[config.mk]
export PLATFORM = sky130hd
export DESIGN_NAME = branch_pred_unit_flat
export DESIGN_NICKNAME = d
export VERILOG_FILES = /design/src/rtl/branch_pred_unit_pkg.sv /design/src/rtl/branch_pred_unit_if.sv /design/src/rtl/branch_cmp.sv /design/src/rtl/branch_pred_unit.sv /design/src/flat_wrapper.sv
export SDC_FILE = /design/constraint.sdc
export NUM_CORES = 1
export LEC_CHECK = 0
export CORE_MARGIN = 3
export CORE_UTILIZATION = 45
export CTS_CLUSTER_SIZE = 28
export DETAILED_ROUTE_END_ITERATION = 8
export GPL_ROUTABILITY_DRIVEN = 0
export PLACE_DENSITY = 0.7
export SYNTH_ARGS = -nofsm -noshare
export SYNTH_HDL_FRONTEND = slang
export SYNTH_HIERARCHICAL = 1
export SYNTH_SLANG_ARGS = --single-unit
[constraint.sdc]
create_clock -name clk -period 9.1 [get_ports clk]
set_clock_uncertainty 0.2 [all_clocks]
set_input_delay 1.82 -clock clk [delete_from_list [all_inputs] [get_ports clk]]
set_output_delay 1.82 -clock clk [all_outputs]
set_load 0.01 [all_outputs]
[src/rtl/branch_pred_unit_pkg.sv]
// Shared definitions for the branch prediction unit.
//   - Branch op codes (bra_beq .. bra_bgez); codes above BRA_OP_MAX are invalid.
//   - Two-bit saturating counter encodings for the pattern history table.
//   - pht_next(): one training step of a counter toward the actual outcome.
package branch_pred_unit_pkg;

  localparam logic [3:0] bra_beq    = 4'd0;
  localparam logic [3:0] bra_bne    = 4'd1;
  localparam logic [3:0] bra_blez   = 4'd2;
  localparam logic [3:0] bra_bgtz   = 4'd3;
  localparam logic [3:0] bra_bltz   = 4'd4;
  localparam logic [3:0] bra_bgez   = 4'd5;
  localparam logic [3:0] BRA_OP_MAX = 4'd5;

  localparam logic [1:0] PHT_SNT   = 2'b00;  // strong not-taken
  localparam logic [1:0] PHT_WNT   = 2'b01;  // weak not-taken
  localparam logic [1:0] PHT_WT    = 2'b10;  // weak taken
  localparam logic [1:0] PHT_ST    = 2'b11;  // strong taken
  localparam logic [1:0] PHT_RESET = PHT_WNT;

  // Move a counter one step toward the resolved direction, saturating at both ends.
  function automatic logic [1:0] pht_next(input logic [1:0] cnt, input logic taken);
    if (taken) begin
      return (cnt == PHT_ST) ? PHT_ST : cnt + 2'd1;
    end
    return (cnt == PHT_SNT) ? PHT_SNT : cnt - 2'd1;
  endfunction

endpackage

[src/rtl/branch_pred_unit_if.sv]
// Pipeline-side bundle of the branch prediction unit.
//   F-stage : query_pc -> pred_taken (combinational prediction)
//   D-stage : resolve_valid, resolve_pc, resolve_pred, branchop, rs, rt
//             -> is_branch (combinational), mispredict (registered pulse)
//   Stats   : branch_count, mispredict_count
// Handshake: resolve_valid is a pure qualifier with no ready; the unit accepts a
// resolution on every rising clk edge where resolve_valid is high and the op is
// valid. The pipeline holds it low during stalls and flushes.
// master = pipeline controller side, slave = branch_pred_unit.
interface branch_pred_unit_if #(
  parameter int WIDTH  = 32,
  parameter int STAT_W = 32
);
  logic [31:0]       query_pc;
  logic              pred_taken;
  logic              resolve_valid;
  logic [31:0]       resolve_pc;
  logic              resolve_pred;
  logic [3:0]        branchop;
  logic [WIDTH-1:0]  rs;
  logic [WIDTH-1:0]  rt;
  logic              is_branch;
  logic              mispredict;
  logic [STAT_W-1:0] branch_count;
  logic [STAT_W-1:0] mispredict_count;

  modport master (
    output query_pc, resolve_valid, resolve_pc, resolve_pred, branchop, rs, rt,
    input  pred_taken, is_branch, mispredict, branch_count, mispredict_count
  );

  modport slave (
    input  query_pc, resolve_valid, resolve_pc, resolve_pred, branchop, rs, rt,
    output pred_taken, is_branch, mispredict, branch_count, mispredict_count
  );
endinterface

[src/rtl/branch_cmp.sv]
// Combinational conditional-branch comparator.
//   branchop  : op code (see branch_pred_unit_pkg); invalid codes give 0
//   rs, rt    : forwarded operands, WIDTH bits; rt only matters for beq/bne
//   is_branch : 1 when the branch is taken
module branch_cmp
  import branch_pred_unit_pkg::*;
#(
  parameter int WIDTH = 32
) (
  input  logic [3:0]       branchop,
  input  logic [WIDTH-1:0] rs,
  input  logic [WIDTH-1:0] rt,
  output logic             is_branch
);

  logic ops_equal;
  logic rs_zero;
  logic rs_neg;

  assign ops_equal = (rs == rt);
  assign rs_zero   = ~|rs;
  assign rs_neg    = rs[WIDTH-1];  // sign bit of rs as a signed value

  always_comb begin
    is_branch = 1'b0;
    case (branchop)
      bra_beq:  is_branch = ops_equal;
      bra_bne:  is_branch = ~ops_equal;
      bra_blez: is_branch = rs_neg | rs_zero;
      bra_bgtz: is_branch = ~rs_neg & ~rs_zero;
      bra_bltz: is_branch = rs_neg;
      bra_bgez: is_branch = ~rs_neg;
      default:  is_branch = 1'b0;
    endcase
  end

endmodule

[src/rtl/branch_pred_unit.sv]
// Branch prediction unit: D-stage branch resolution, a PC-indexed pattern
// history table of 2-bit saturating counters, a registered mispredict pulse
// and saturating branch/mispredict statistics.
//   clk, reset : clock, asynchronous active-high reset
//   bus        : branch_pred_unit_if slave (query, resolution, results, stats)
// Parameters: WIDTH operand width, PHT_DEPTH table entries (power of two, >= 2),
// PRED_EN enables the table, STAT_W statistics counter width.
module branch_pred_unit
  import branch_pred_unit_pkg::*;
#(
  parameter int WIDTH     = 32,
  parameter int PHT_DEPTH = 64,
  parameter int PRED_EN   = 1,
  parameter int STAT_W    = 32
) (
  input logic             clk,
  input logic             reset,
  branch_pred_unit_if.slave bus
);

  localparam int IDX_W = $clog2(PHT_DEPTH);
  localparam logic [STAT_W-1:0] STAT_ONE = STAT_W'(1);
  localparam logic [STAT_W-1:0] STAT_MAX = '1;

  logic              is_branch_w;
  logic              res_ok;
  logic              mismatch;
  logic              mispredict_q;
  logic [STAT_W-1:0] branch_count_q;
  logic [STAT_W-1:0] mispredict_count_q;

  branch_cmp #(.WIDTH(WIDTH)) u_cmp (
    .branchop  (bus.branchop),
    .rs        (bus.rs),
    .rt        (bus.rt),
    .is_branch (is_branch_w)
  );

  assign bus.is_branch = is_branch_w;

  // A resolution only counts for a real branch in D with a legal op code.
  assign res_ok   = bus.resolve_valid & (bus.branchop <= BRA_OP_MAX);
  assign mismatch = is_branch_w ^ bus.resolve_pred;

  generate
    if (PRED_EN != 0) begin : g_pht
      logic [1:0]       pht [PHT_DEPTH];
      logic [IDX_W-1:0] q_idx;
      logic [IDX_W-1:0] r_idx;

      // Word-aligned PCs: bits [1:0] never select an entry.
      assign q_idx = bus.query_pc[IDX_W+1:2];
      assign r_idx = bus.resolve_pc[IDX_W+1:2];

      always_ff @(posedge clk or posedge reset) begin
        if (reset) begin
          for (int i = 0; i < PHT_DEPTH; i++) begin
            pht[i] <= PHT_RESET;
          end
        end else if (res_ok) begin
          pht[r_idx] <= pht_next(pht[r_idx], is_branch_w);
        end
      end

      // Plain array read, no bypass: a same-cycle update to the queried entry
      // shows up on the following cycle.
      assign bus.pred_taken = pht[q_idx][1];

      wire unused_pc_bits = ^{bus.query_pc[31:IDX_W+2], bus.query_pc[1:0],
                              bus.resolve_pc[31:IDX_W+2], bus.resolve_pc[1:0]};
    end else begin : g_no_pht
      assign bus.pred_taken = 1'b0;

      wire unused_pc_bits = ^{bus.query_pc, bus.resolve_pc};
    end
  endgenerate

  always_ff @(posedge clk or posedge reset) begin
    if (reset) begin
      mispredict_q       <= 1'b0;
      branch_count_q     <= '0;
      mispredict_count_q <= '0;
    end else begin
      mispredict_q <= res_ok & mismatch;
      if (res_ok && (branch_count_q != STAT_MAX)) begin
        branch_count_q <= branch_count_q + STAT_ONE;
      end
      if (res_ok && mismatch && (mispredict_count_q != STAT_MAX)) begin
        mispredict_count_q <= mispredict_count_q + STAT_ONE;
      end
    end
  end

  assign bus.mispredict       = mispredict_q;
  assign bus.branch_count     = branch_count_q;
  assign bus.mispredict_count = mispredict_count_q;

endmodule

[src/flat_wrapper.sv]
// flat-port wrapper written by rule: the top's interface ports become plain ports
module branch_pred_unit_flat import branch_pred_unit_pkg::*;
#(
  parameter int WIDTH     = 32,
  parameter int PHT_DEPTH = 64,
  parameter int PRED_EN   = 1,
  parameter int STAT_W    = 32
)
  (clk, reset, bus_query_pc, bus_resolve_valid, bus_resolve_pc, bus_resolve_pred, bus_branchop, bus_rs, bus_rt, bus_pred_taken, bus_is_branch, bus_mispredict, bus_branch_count, bus_mispredict_count);
  branch_pred_unit_if #(.WIDTH(WIDTH), .STAT_W(STAT_W)) bus_i ();
  input logic clk;
  input logic reset;
  input wire logic [$bits(bus_i.query_pc)-1:0] bus_query_pc;
  input wire logic [$bits(bus_i.resolve_valid)-1:0] bus_resolve_valid;
  input wire logic [$bits(bus_i.resolve_pc)-1:0] bus_resolve_pc;
  input wire logic [$bits(bus_i.resolve_pred)-1:0] bus_resolve_pred;
  input wire logic [$bits(bus_i.branchop)-1:0] bus_branchop;
  input wire logic [$bits(bus_i.rs)-1:0] bus_rs;
  input wire logic [$bits(bus_i.rt)-1:0] bus_rt;
  output wire logic [$bits(bus_i.pred_taken)-1:0] bus_pred_taken;
  output wire logic [$bits(bus_i.is_branch)-1:0] bus_is_branch;
  output wire logic [$bits(bus_i.mispredict)-1:0] bus_mispredict;
  output wire logic [$bits(bus_i.branch_count)-1:0] bus_branch_count;
  output wire logic [$bits(bus_i.mispredict_count)-1:0] bus_mispredict_count;
  assign bus_i.query_pc = bus_query_pc;
  assign bus_i.resolve_valid = bus_resolve_valid;
  assign bus_i.resolve_pc = bus_resolve_pc;
  assign bus_i.resolve_pred = bus_resolve_pred;
  assign bus_i.branchop = bus_branchop;
  assign bus_i.rs = bus_rs;
  assign bus_i.rt = bus_rt;
  assign bus_pred_taken = bus_i.pred_taken;
  assign bus_is_branch = bus_i.is_branch;
  assign bus_mispredict = bus_i.mispredict;
  assign bus_branch_count = bus_i.branch_count;
  assign bus_mispredict_count = bus_i.mispredict_count;
  branch_pred_unit #(.WIDTH(WIDTH), .PHT_DEPTH(PHT_DEPTH), .PRED_EN(PRED_EN), .STAT_W(STAT_W)) u_core (.clk(clk), .reset(reset), .bus(bus_i));
endmodule
==> metrics, run 1 <==
post-DP HPWL=18.0 mm; slew margin rel.=23.1%; Global Route Usage Sum=between 20% and 30%; setup_tns=0 ps; clk root buf=clkbuf_16; global-route wire length before repair=43.5 mm; Max Slew Vio Count=0; count of cell types in the netlist=59; FMAX=about 140 MHz; nets@finish=1,249; Worst EP arrival=5250 ps; CTS tree=done; leakage power=5.00 nW; remaining antenna violation count=0; Final WS setup=1830 ps; Critical Path RT=7080 ps; # IOs=203; FP Rows=between 50 and 60; Clock transition at path regs=70 ps; Slew @ Worst Pin=1150 ps; DRT Pass-1 Iters=5; DR vias/cell=5.65; cell taking the most area after synthesis=dfrtp_1; post_cts resized=0; endpoint class of the critical path=output pin; status=complete, no violations; top-area cell type share of the netlist area=31.9%; syn_area_per_cell=10.4 um2; Power Density=~160 nW/um2; DRC violations left=0; number of global-route vias before repair=8,170; Hold Slack=272 ps; Cells after Synth=977; Congestion Overflow GR=0; Detailed Route WL=26.5 mm; Area Growth Syn to Fin=22.4%; minimum clock period=7270 ps; Async SR Flop Fraction=between 90% and 100%; ANT cells=0; Starting Density=about 46%; initial antenna violation count=0; HP Class=flop to flop; sequential share of the synthesized area=48.5%; largest net degree at the start of global routing=128; overall die area=24,300 um2; Critical Path Fanout Max=16; Peak VDD IR=152 uV; H-tree depth=4; Core Box Area=22,000 um2; final hold violation count=0; CTS Hold Bufs=0; clk buf depth=2; critical path class=input port to output pin; Port Buf Inserts=150; clk_lat worst skew=450 ps; RSZ-0062 raised after global routing=false; share of cells above drive strength 1=16.0%; first-iteration detailed-routing DRC count=582; syn nets=roughly 1,100; Seq cells post-synth=193; Yosys warning count=6; Setup crit start kind=input port; Die Wd=156 um; Final Setup Violations=0; synth top area cells=dfrtp_1, dfstp_2, mux4_2; clk sinks=193; Fillers=1,897; die height=156 um; drt wl/cell=18.9 um; Cell Area, Synth=10,100 um2; period utilisation layout=79.9%; TritonCTS Buffers=17; Post-synth EDFFs=0; main flop type after synthesis=dfrtp_1; pre-CTS setup slack=~1800 ps; DR vias=7,935; # Max-Cap Violations=0; setup bufs post-CTS=0
[worst paths after layout]
| path | from | end | slack (ps) | cells after the start |
|---|---|---|---|---|
| min in group asynchronous | reset | u_core/bus.mispredict_count[21] | 1740 | 2 |
| min | u_core/g_pht.pht[66] | u_core/g_pht.pht[66] | 270 | 2 |
| min reg2reg | u_core/g_pht.pht[66] | u_core/g_pht.pht[66] | 270 | 2 |
| max reg2reg | u_core/g_pht.pht[83] | u_core/g_pht.pht[20] | 5580 | 8 |
| max | bus_query_pc[2] | bus_pred_taken | 1830 | 6 |
| max in group asynchronous | reset | u_core/g_pht.pht[23] | 5570 | 3 |
[layout by cell type, fill, tap and decap left out, types with 13 or more instances in the layout]
master / netlist / layout
xor2_1: 53 / 53
mux2_2: 13 / 13
clkbuf_16: 0 / 17
nor2_1: 25 / 25
clkdlybuf4s50_1: 0 / 148
inv_1: 23 / 22
xnor2_1: 43 / 43
mux4_2: 40 / 40
nand2_1: 212 / 212
dfstp_2: 64 / 64
nand4_1: 33 / 33
nor3_1: 17 / 13
dfrtp_1: 129 / 129
o21ai_0: 108 / 108
nand3_1: 26 / 26
mux2i_1: 22 / 22
nor4_1: 18 / 18
[synthesized netlist by cell type (17+ instances only)]
| cell type | number |
|---|---|
| nand3_1 | 26 |
| mux2i_1 | 22 |
| dfstp_2 | 64 |
| nor4_1 | 18 |
| nand2_1 | 212 |
| dfrtp_1 | 129 |
| inv_1 | 23 |
| nor2_1 | 25 |
| xnor2_1 | 43 |
| buf_2 | 22 |
| nand4_1 | 33 |
| nor3_1 | 17 |
| xor2_1 | 53 |
| o21ai_0 | 108 |
| mux4_2 | 40 |
[critical path, cell delays in order]
cell             delay, ps
clkdlybuf4s50_1       1220
buf_4                  250
mux4_2                 490
mux4_2                 490
mux4_2                 480
clkdlybuf4s50_1        490
[final cells by class]
class	count	area, um2	area share [%]
Inverter	24	97.6	0.787
Clock inverter	15	125	1.01
Tap cell	280	350	2.83
Sequential cell	193	4910	39.6
Timing Repair Buffer	161	1570	12.7
Multi-Input combinational cell	714	4910	39.6
Clock buffer	17	425	3.43
[flip-flops by register name (all words and copies together), names as in the netlist]
name / count
u_core/bus.branch_count: 32
u_core/g_pht.pht: 128
u_core/bus.mispredict: 1
u_core/bus.mispredict_count: 32
[where the power goes]
group	internal, W	switching [W]
logic	0.000145	0.000160
registers	0.000923	0.0000440
clock network	0.000360	0.000360
total	0.00143	0.000564
[cell families (layout without fill, tap and decap cells)]
family                     after synthesis  after routing  synth area share (%)
and+or+nand+nor                        384            384                  18.3
AOI/OAI and AO/OA                      157            157                  8.96
DFF                                    193            193                  48.5
buffers and inverters                   70            217                  3.16
adders and majority gates                2              2                 0.247
muxes                                   75             75                  12.5
xor gates and xnor gates                96             96                  8.31
[layer usage]
layer	global-route usage (%)	wire length (um)	share of wire [%]	vias up
li1	-	-	-	3745
met1	31.4	11700	44	3905
met2	34.8	12600	47	243
met3	4.41	1630	6.1	42
met4	7.82	602	2.3	0
met5	0	0	0	-
[per-stage QoR]
step           std cells  cell area (um2)  utilization (%)  power (W)
3_3_place_gp        1372            11800             53.9    0.00128
2_1_floorplan        977            10100                -    0.00115
4_1_cts             1404            12400             56.4    0.00201
5_1_grt             1404            12400             56.4    0.00208
3_5_place_dp        1372            11800             53.9    0.00129
6_report            1404            12400             56.4    0.00199
(Power assumes the default switching activity.)
==> run 2: changes to the inputs <==
Settings changed: PLACE_DENSITY 0.7 to 0.73.
Clock period 9.1 ns to 5.9 ns, I/O delays scaled along.
==> run 2 against run 1 <==
Against the previous run:
- critical path depth is the same
- largest cell class is now flip-flops and latches
- wire length fell by 0.51%
- combinational power grew 59%
- global-route usage shrank 0.062 points
- final area grew 0.81%
- worst hold slack gained 2.6 ps
- die area unchanged
- sequential cell count stayed put
==> metrics, run 2 (synthesis results as in run 1) <==
setup bufs post-CTS=0 (unchanged); post_cts resized=0 (unchanged); Core Box Area=22,000 um2 (unchanged); clk_lat worst skew=440 ps (about the same); most common cell after layout, fill and taps aside=nand2_1; global-route wire length before repair=43.0 mm (-1.1%); number of global-route vias before repair=8,160 (-0.12%); combinational power share=15.5% (+0.2 points); Multi-input gate area=4910 um2 (-0.10%); Power Density=249 nW/um2 (+55%); FP Rows=54 (unchanged); number of flip-flops in the largest register=128 (unchanged); share of cells above drive strength 1=16.5% (+0.51 points); Die Wd=156 um (unchanged); initial antenna violation count=0 (unchanged); slew margin rel.=22.9% (-0.22 points); Starting Density=46.1% (unchanged); sequential power share=48.0% (-0.5 points); clk root buf=clkbuf_16; # IOs=203 (unchanged); Power Internal=0.00225 W (+58%); Clock transition at path regs=70 ps (about the same); Clock Power Share=36.5% (+0.4 points); Sw Share=27.8% (-0.57 points); HP Class=flop to flop; nets@finish=1,257 (+0.64%); largest net degree at the start of global routing=194 (+52%); Area Growth Syn to Fin=23.4%; critical path class=input port to output pin; TritonCTS Buffers=17 (unchanged); die height=156 um (unchanged); RSZ-0062 raised after global routing=false; FMAX=186 MHz; Final Setup Violations=0 (unchanged); # Max-Cap Violations=0 (unchanged); DRT Pass-1 Iters=4 (-1); DRC violations left=0 (unchanged); status=complete, no violations; DR vias/cell=5.64 (-0.23%); post-DP HPWL=18.4 mm (+2.0%); non-filler cells, final=1,412 (+0.57%); Final Util=56.9% (+0.46 points); first-iteration detailed-routing DRC count=592 (+1.7%); Hold Crit Start=u_core/g_pht.pht[66]; Slew @ Worst Pin=1150 ps (-3.03 ps); Critical Path Fanout Max=16 (unchanged); Cells after DPL=1,380 (+0.58%); final hold violation count=0 (unchanged); Setup crit start kind=input port; most flop-heavy register=u_core/g_pht.pht; endpoint class of the critical path=output pin; overall die area=24,300 um2 (unchanged); Max Slew Vio Count=0 (unchanged); clk sinks=193 (unchanged); DR vias=7,962 (+0.34%); leakage power=5.04 nW (+0.87%); Critical Path RT=4520 ps (-2560 ps); clk buf depth=2 (unchanged); remaining antenna violation count=0 (unchanged); Congestion Overflow GR=0 (unchanged); CTS tree=done; Detailed Route WL=26.4 mm (-0.51%); Peak VDD IR=179 uV (+18%); crit path from=bus_query_pc[2]; most frequent cells in the layout=nand2_1, clkdlybuf4s50_1, dfrtp_1; reg2reg setup slack=2690 ps (-2890 ps); Switch Pwr=0.000864 W (+53%); ANT cells=0 (unchanged); period utilisation layout=91.4%; H-tree depth=4 (unchanged); FF/Latch Area=4910 um2 (unchanged); minimum clock period=between 5000 and 6000 ps; Global Route Usage Sum=22.3% (-0.062 points); setup_tns=0 ps (unchanged); drt wl/cell=18.7 um (-1.1%); Fillers=1,895 (-0.11%); Hold Slack=274 ps (+2.61 ps); reg2reg start=u_core/g_pht.pht[3]; CTS Hold Bufs=0 (unchanged); Worst EP arrival=4010 ps (-1240 ps); total power=0.00311 W (+56%); Port Buf Inserts=150 (unchanged)
-- run 2: changes by cell type in the layout (fill, tap and decap cells not counted), moves of 2 or more --
cell,previous run,this run
clkinv_2,3,1
buf_4,11,17
buf_12,0,2
inv_8,5,3
clkinvlp_4,0,3
-- run 2: path summary, 6_finish.rpt --
check / endpoint / depth (start not counted)
min in group asynchronous: u_core/bus.branch_count[8] / 3
worst min-delay path: u_core/g_pht.pht[66] / 2
worst max register to register: u_core/g_pht.pht[115] / 8
worst max-delay path: bus_pred_taken / 6
max in group asynchronous: u_core/g_pht.pht[43] / 3
worst min register to register: u_core/g_pht.pht[66] / 2
-- run 2: layout make-up --
cell class	count	area share, %
well taps	280	2.80
inverters	24	0.751
multi-input cells	714	39.3
clock buffers	17	3.40
repair buffers	169	13.3
clock inverters	15	1.19
flip-flops and latches	193	39.3
-- run 2: worst max-delay path, cell delays in order --
cell	delay (ps)
clkdlybuf4s50_1	450
buf_4	320
mux4_2	600
mux4_2	480
mux4_2	480
clkdlybuf4s50_1	490
-- run 2: power groups by stage --
stage          Sequential (W)  Combinational (W)  Clock [W]
6_report              0.00149           0.000484    0.00114
5_1_grt               0.00150           0.000528    0.00122
2_1_floorplan         0.00151           0.000255          0
4_1_cts               0.00149           0.000486    0.00117
3_3_place_gp          0.00151           0.000472          0
3_5_place_dp          0.00151           0.000481          0
-- run 2: metal layers --
layer,track usage (%),part of all wire (%),vias up
li1,-,-,3749
met1,30.3,44,3938
met2,35.6,48,234
met3,5.13,5.6,41
met4,7.06,2.1,0
met5,0,0,-
-- run 2: stage by stage --
stage               setup slack (ps)  instance area [um2]
finish                           510                12500
global route                     428                12500
CTS                              504                12500
detailed placement               504                11900
global placement                 512                11900
floorplan                        900                10100
==> run 3: changes to the inputs <==
Settings changed: SKIP_LAST_GASP from default to 1.
==> results of run 3 <==
Same layout as run 2: the final DEF is identical, and so are final timing and power.
